$ cat src/rtl/unit_slot_scheduler_pkg.sv
// Shared definitions for the unit slot scheduler: slot geometry, unit type codes and scheduler states.
package unit_slot_scheduler_pkg;

  localparam int NUM_SLOTS = 16;
  localparam int LOC_W     = 9;
  localparam int IDX_W     = $clog2(NUM_SLOTS);
  localparam int CNT_W     = $clog2(NUM_SLOTS + 1);

  typedef enum logic [1:0] {
    UT_EMPTY = 2'b00,
    UT_CAT0  = 2'b01,
    UT_CAT1  = 2'b10,
    UT_ENEMY = 2'b11
  } unit_type_e;

  typedef enum logic {
    ST_IDLE  = 1'b0,
    ST_SWEEP = 1'b1
  } sched_state_e;

  function automatic logic is_cat(input unit_type_e t);
    return (t == UT_CAT0) || (t == UT_CAT1);
  endfunction

endpackage

$ cat src/rtl/unit_slot_scheduler_prio_enc.sv
// Lowest-index free-slot finder: empty mask in, slot index plus "nothing free" flag out.
module slot_priority_enc
  import unit_slot_scheduler_pkg::*;
(
  input  logic [NUM_SLOTS-1:0] empty_mask,
  output logic [IDX_W-1:0]     free_idx,
  output logic                 none_free
);

  // Scan from the top down so the last hit is the lowest index.
  always_comb begin
    free_idx  = '0;
    none_free = 1'b1;
    for (int i = NUM_SLOTS - 1; i >= 0; i--) begin
      if (empty_mask[i]) begin
        free_idx  = IDX_W'(i);
        none_free = 1'b0;
      end
    end
  end

endmodule

$ cat src/rtl/unit_slot_scheduler.sv
// Owns the on-screen unit slots: arbitrates cat/enemy spawns into free slots and
// sweeps every live unit one step per game tick, retiring units that reach the opposing base.
module unit_slot_scheduler
  import unit_slot_scheduler_pkg::*;
#(
  parameter logic [LOC_W-1:0] CAT_BASE_LOC   = 9'd440,
  parameter logic [LOC_W-1:0] ENEMY_BASE_LOC = 9'd40,
  parameter int               CAT_STEP       = 2,
  parameter int               ENEMY_STEP     = 1
)(
  input  logic                       clk,
  input  logic                       rst,
  input  logic                       gameSCEN,
  input  logic                       cat_req,
  input  logic [1:0]                 cat_type,
  input  logic                       enemy_req,
  output logic                       cat_ack,
  output logic                       enemy_ack,
  output logic                       slots_full,
  output logic [CNT_W-1:0]           unit_count,
  output logic                       base_hit_cat,
  output logic                       base_hit_enemy,
  output logic                       tick_overrun,
  output logic [NUM_SLOTS*LOC_W-1:0] unit_loc_flat,
  output logic [2*NUM_SLOTS-1:0]     unit_type_flat
);

  localparam logic [LOC_W:0] CAT_RETIRE_X = {1'b0, ENEMY_BASE_LOC} + (LOC_W+1)'(CAT_STEP);
  localparam logic [LOC_W:0] CAT_BASE_X   = {1'b0, CAT_BASE_LOC};
  localparam logic [LOC_W:0] EN_STEP_X    = (LOC_W+1)'(ENEMY_STEP);

  sched_state_e     state_q, state_d;
  logic [IDX_W-1:0] idx_q, idx_d;
  logic             rr_enemy_last_q;

  unit_type_e       slot_type_q [NUM_SLOTS];
  logic [LOC_W-1:0] slot_loc_q  [NUM_SLOTS];

  logic [NUM_SLOTS-1:0] empty_mask;
  logic [IDX_W-1:0]     free_idx;
  logic                 none_free;

  logic             cat_pend, enemy_pend, spawn_ok, grant_cat, grant_enemy;
  logic             sweep_live, retire_cat, retire_enemy, overrun_d;
  unit_type_e       cur_type, cat_type_eff;
  logic [LOC_W-1:0] cur_loc, moved_loc;
  logic [LOC_W:0]   cur_loc_x;
  logic [CNT_W-1:0] count_d;

  always_comb begin
    for (int i = 0; i < NUM_SLOTS; i++) empty_mask[i] = (slot_type_q[i] == UT_EMPTY);
  end

  slot_priority_enc u_prio (
    .empty_mask (empty_mask),
    .free_idx   (free_idx),
    .none_free  (none_free)
  );

  always_ff @(posedge clk or posedge rst) begin
    if (rst) begin
      state_q <= ST_IDLE;
      idx_q   <= '0;
    end else begin
      state_q <= state_d;
      idx_q   <= idx_d;
    end
  end

  always_comb begin
    state_d = state_q;
    idx_d   = idx_q;
    case (state_q)
      ST_IDLE: begin
        if (gameSCEN) begin
          state_d = ST_SWEEP;
          idx_d   = '0;
        end
      end
      ST_SWEEP: begin
        idx_d = idx_q + 1'b1;
        if (idx_q == IDX_W'(NUM_SLOTS - 1)) state_d = ST_IDLE;
      end
      default: state_d = ST_IDLE;
    endcase
  end

  // A requester whose ack is showing has already been served and is about to drop req.
  always_comb begin
    cat_pend     = cat_req & ~cat_ack;
    enemy_pend   = enemy_req & ~enemy_ack;
    spawn_ok     = (state_q == ST_IDLE) & ~gameSCEN & ~none_free;
    grant_cat    = spawn_ok & cat_pend & (~enemy_pend | rr_enemy_last_q);
    grant_enemy  = spawn_ok & enemy_pend & ~grant_cat;
    cat_type_eff = (cat_type == 2'b00) ? UT_CAT0 : unit_type_e'(cat_type);

    cur_type     = slot_type_q[idx_q];
    cur_loc      = slot_loc_q[idx_q];
    cur_loc_x    = {1'b0, cur_loc};
    sweep_live   = (state_q == ST_SWEEP) & (cur_type != UT_EMPTY);
    retire_cat   = sweep_live & is_cat(cur_type) & (cur_loc_x <= CAT_RETIRE_X);
    retire_enemy = sweep_live & (cur_type == UT_ENEMY) & ((cur_loc_x + EN_STEP_X) >= CAT_BASE_X);
    moved_loc    = is_cat(cur_type) ? cur_loc - LOC_W'(CAT_STEP) : cur_loc + LOC_W'(ENEMY_STEP);
    overrun_d    = (state_q == ST_SWEEP) & gameSCEN;

    count_d      = unit_count + CNT_W'(grant_cat | grant_enemy) - CNT_W'(retire_cat | retire_enemy);
  end

  // Spawns only happen in IDLE and retires only in SWEEP, so at most one slot changes per edge.
  always_ff @(posedge clk or posedge rst) begin
    if (rst) begin
      for (int i = 0; i < NUM_SLOTS; i++) begin
        slot_type_q[i] <= UT_EMPTY;
        slot_loc_q[i]  <= '0;
      end
    end else if (grant_cat) begin
      slot_type_q[free_idx] <= cat_type_eff;
      slot_loc_q[free_idx]  <= CAT_BASE_LOC;
    end else if (grant_enemy) begin
      slot_type_q[free_idx] <= UT_ENEMY;
      slot_loc_q[free_idx]  <= ENEMY_BASE_LOC;
    end else if (retire_cat || retire_enemy) begin
      slot_type_q[idx_q] <= UT_EMPTY;
      slot_loc_q[idx_q]  <= '0;
    end else if (sweep_live) begin
      slot_loc_q[idx_q]  <= moved_loc;
    end
  end

  always_ff @(posedge clk or posedge rst) begin
    if (rst) begin
      cat_ack         <= 1'b0;
      enemy_ack       <= 1'b0;
      base_hit_cat    <= 1'b0;
      base_hit_enemy  <= 1'b0;
      tick_overrun    <= 1'b0;
      rr_enemy_last_q <= 1'b1;
      unit_count      <= '0;
      slots_full      <= 1'b0;
    end else begin
      cat_ack        <= grant_cat;
      enemy_ack      <= grant_enemy;
      base_hit_cat   <= retire_enemy;
      base_hit_enemy <= retire_cat;
      tick_overrun   <= overrun_d;
      if (grant_cat)        rr_enemy_last_q <= 1'b0;
      else if (grant_enemy) rr_enemy_last_q <= 1'b1;
      unit_count     <= count_d;
      slots_full     <= (count_d == CNT_W'(NUM_SLOTS));
    end
  end

  for (genvar g = 0; g < NUM_SLOTS; g++) begin : g_flat
    assign unit_loc_flat[g*LOC_W +: LOC_W] = slot_loc_q[g];
    assign unit_type_flat[2*g +: 2]        = slot_type_q[g];
  end

endmodule

$ cat config.mk
export PLATFORM = sky130hd
export DESIGN_NAME = unit_slot_scheduler
export DESIGN_NICKNAME = d
export VERILOG_FILES = /design/src/rtl/unit_slot_scheduler_pkg.sv /design/src/rtl/unit_slot_scheduler_prio_enc.sv /design/src/rtl/unit_slot_scheduler.sv
export SDC_FILE = /design/constraint.sdc
export NUM_CORES = 1
export LEC_CHECK = 0
export CORE_AREA = 4 4 226 206
export CTS_CLUSTER_DIAMETER = 80
export DETAILED_ROUTE_END_ITERATION = 7
export DIE_AREA = 0 0 230 210
export PLACE_DENSITY = 0.5
export SLEW_MARGIN = 20
export SYNTH_ARGS = -nofsm -noshare
export SYNTH_HDL_FRONTEND = slang
export SYNTH_SLANG_ARGS = --single-unit
$ cat constraint.sdc
create_clock -name clk -period 17.8 [get_ports clk]
set_clock_uncertainty 0.1 [all_clocks]
set_input_delay 3.56 -clock clk [delete_from_list [all_inputs] [get_ports clk]]
set_output_delay 3.56 -clock clk [all_outputs]
set_load 0.02 [all_outputs]
==> flow_summary_export.csv <==
group,metric,value,unit
synth,synth_compound_area_share,24.8,%
global_routing,grt_overflow,0,
flow_run,drv_cap,0,
synth,syn-mean-instance-area,9.85,um^2
worst_setup_path,path_class,"in -> reg",
status,status,"finished clean",
placement,dp_hpwl,36100,um
worst_setup_path,worst-r2r-cell-count,18,
global_routing,grt_pass1_wl,72000,um
placement,gp_congestion,0.927,
cts,clk_pin_slew,0.07,ns
worst_setup_path,crit_path_end_kind,"flip-flop",
synth,synth_top_family_by_area,"compound AO/OA/AOI/OAI gates",
timing,drv_slew,0,
timing,maxSlewHeadroom,20.3,%
cts,hold_buffers,0,
synth,yosys.area.top_type_share,43.8,%
cts,clock_path_buffers,2,
floorplanning,initial_core_util,24.9,%
synth,ys_seq_area_share,44.1,%
timing,grt_setup_unrepaired,"false",
synth,synth_edf_count,0,
synth,async_flop_share,100,%
timing,setup_viol,0,
global_routing,grt_pass1_vias,10000,
timing,period_share,38.2,%
synth,synth_adder_area_share,2.01,%
finish,finalNonFillerCells,1889,
worst_setup_path,r2r_start,"idx_q[1]$_DFFE_PP0P_",
synth,synth_warnings,0,
floorplanning,dieArea,0.0483,mm^2
worst_setup_path,crit_fanout,43,
cts,cts_tree,"done",
global_routing,antenna_found_initial,1,
detailed_routing,drt_iter0_drc,1027,
synth,synthCells,1113,
synth,synthTopCellsByArea,"dfrtp_1, mux4_2, a22o_1, o21ai_0, nand2_1",
detailed_routing,routed_via_density,5.49,
finish,area_growth,27.8,%
cts,clock_latency,0.46,ns
detailed_routing,wl,49100,um
detailed_routing,drt_first_pass_iters,5,
floorplanning,core,0.0440,mm^2
timing,min_period,6.80,ns
synth,synthDistinctLibCells,78,
detailed_routing,drc,0,
global_routing,grt_start_max_net_pins,136,
global_routing,grtUsageTotal,19.8,%
placement,numPortBuffers,193,
worst_setup_path,crit_path_start_kind,"input pin",
finish,nFillCells,4644,
finish,drive_gt1_share,8.70,%
worst_setup_path,cp_data_required_time,18.05,ns
timing,hold_viol,0,
worst_setup_path,worstReg2RegEnd,"unit_type_flat[13]$_DFFE_PP0P_",
timing,setup_tns,0,ns
detailed_routing,postRouteAntennaNets,0,
floorplanning,die_y,210,um
synth,synth_seq_cells,193,
synth,synthMuxAreaShare,10.0,%
worst_hold_path,holdPathStages,2,
worst_hold_path,min_from,"unit_loc_flat[94]$_DFFE_PP0P_",
floorplanning,die_x,230,um
detailed_routing,num_vias,10400,
cts,postCtsSetupBuffers,0,
worst_hold_path,holdPathEnd,"unit_loc_flat[94]$_DFFE_PP0P_",
synth,syn_area,0.0110,mm^2
cts,root_buffer,"clkbuf_16",
cts,clkSinkCount,193,
cts,htreeDepth,4,
floorplanning,rows,73,
worst_setup_path,worstPathArrival,7.05,ns
synth,synthFlopType,"dfrtp_1",
timing,worst-slew-pin-transition,1.19,ns
floorplanning,design.portCount,194,
worst_hold_path,hp-class,"reg -> reg",
placement,placedCellCount,1855,
finish,final_nets,1299,
synth,synthSimpleGateAreaFrac,13.2,%
worst_setup_path,rrSetupSlack,11.04,ns
cts,cts_resized,0,
timing,max_freq,147,MHz
synth,syn_nets,1137,
cts,numCtsBuffers,17,
detailed_routing,wire_per_inst,26.0,um
synth,synth_xor_area_share,1.03,%
synth,post-synth-top-area-cell,"dfrtp_1",
[Yosys cell counts, drive strengths merged (3+ instances only)]
library cell and instances:
mux2 3, inv 36, mux4 42, o21ai 117, dfrtp 192, mux2i 8
a21o 12, nor2b 8, a21boi 7, nand2 112, o31ai 3, nor2 99
nor3 18, a2bb2oi 10, and4 4, or2 5, xor2 5, o22ai 18
o21a 12, o221ai 8, nor4 4, a22o 63, a31oi 22, buf 31
nand4 4, nand3 38, nand2b 7, a22oi 22, or3 4, a21oi 85
clkbuf 40, o2bb2ai 6, xnor2 7, o211ai 3, and3 8, ha 16
and2 7
[sequential cells by signal, summed over array words and instances, names as in the netlist]
register	flops
base_hit_cat	1
unit_type_flat	32
base_hit_enemy	1
slots_full	1
unit_loc_flat	144
enemy_ack	1
rr_enemy_last_q	1
state_q	1
tick_overrun	1
idx_q	4
unit_count	5
cat_ack	1
[how the worst max path moves through the flow]
stage,from,endpoint,slack [ns]
2_1_floorplan,rst,base_hit_cat$_DFF_PP0_,8.89
6_report,gameSCEN,slots_full$_DFF_PP0_,11.00
3_3_place_gp,gameSCEN,slots_full$_DFF_PP0_,10.66
3_5_place_dp,gameSCEN,slots_full$_DFF_PP0_,10.60
5_1_grt,gameSCEN,slots_full$_DFF_PP0_,10.70
4_1_cts,gameSCEN,slots_full$_DFF_PP0_,11.05
[per-layer routing]
metal	routed length, um	track usage [%]
met2	22900	31.3
met4	961	4.88
met1	21400	27.8
met3	3830	4.57
met5	0	0
[critical path: stages]
cell,delay [ns]
clkdlybuf4s50_1,0.45
nor2_1,0.34
inv_1,0.11
a41oi_1,0.33
o21a_1,0.20
inv_1,0.04
buf_4,0.29
ha_1,0.35
inv_1,0.04
ha_1,0.20
fa_1,0.40
a21o_1,0.19
a21oi_1,0.17
xnor2_1,0.16
nand2b_1,0.07
nor4_1,0.15
[cells by family after synthesis]
kind of cell	Yosys count
compound gates	408
simple gates	323
flops	193
buf+inv	107
mux	53
fa+ha+maj	17
xor+xnor	12
[final cells by class]
class / instances / area [um^2] / area share, %
clock buffer: 19 / 433 / 3.09
tap: 600 / 751 / 5.36
inverter: 36 / 143 / 1.02
sequential: 193 / 4830 / 34.5
clock inverter: 12 / 115 / 0.822
timing repair buffer: 214 / 2110 / 15.1
antenna: 2 / 5.00 / 0.0357
multi-input combinational: 813 / 5620 / 40.1
[metrics by stage]
step                      hold slack (ns)  worst slack (ns)  util (%)  instance area, um^2
after floorplan                     0.379              8.89         -                11000
after global placement              0.395             10.66      30.5                13400
after detailed placement            0.397             10.60      30.5                13400
after CTS                           0.409             11.05      31.7                14000
after global routing                0.445             10.70      31.8                14000
final                               0.412             11.00      31.8                14000
[cells in the final DEF (no fill, tap or decap), types with 32 or more instances in the layout]
cell	count
clkdlybuf4s50_1	193
dfrtp_1	190
nand2_1	111
o21ai_0	106
nor2_1	98
a21oi_1	83
a22o_1	63
nand3_1	38
inv_1	34
mux4_2	32
Power is left out: the tool's default activity adds up to more than one toggle a clock period on the data nets, which glitch-free logic cannot reach.
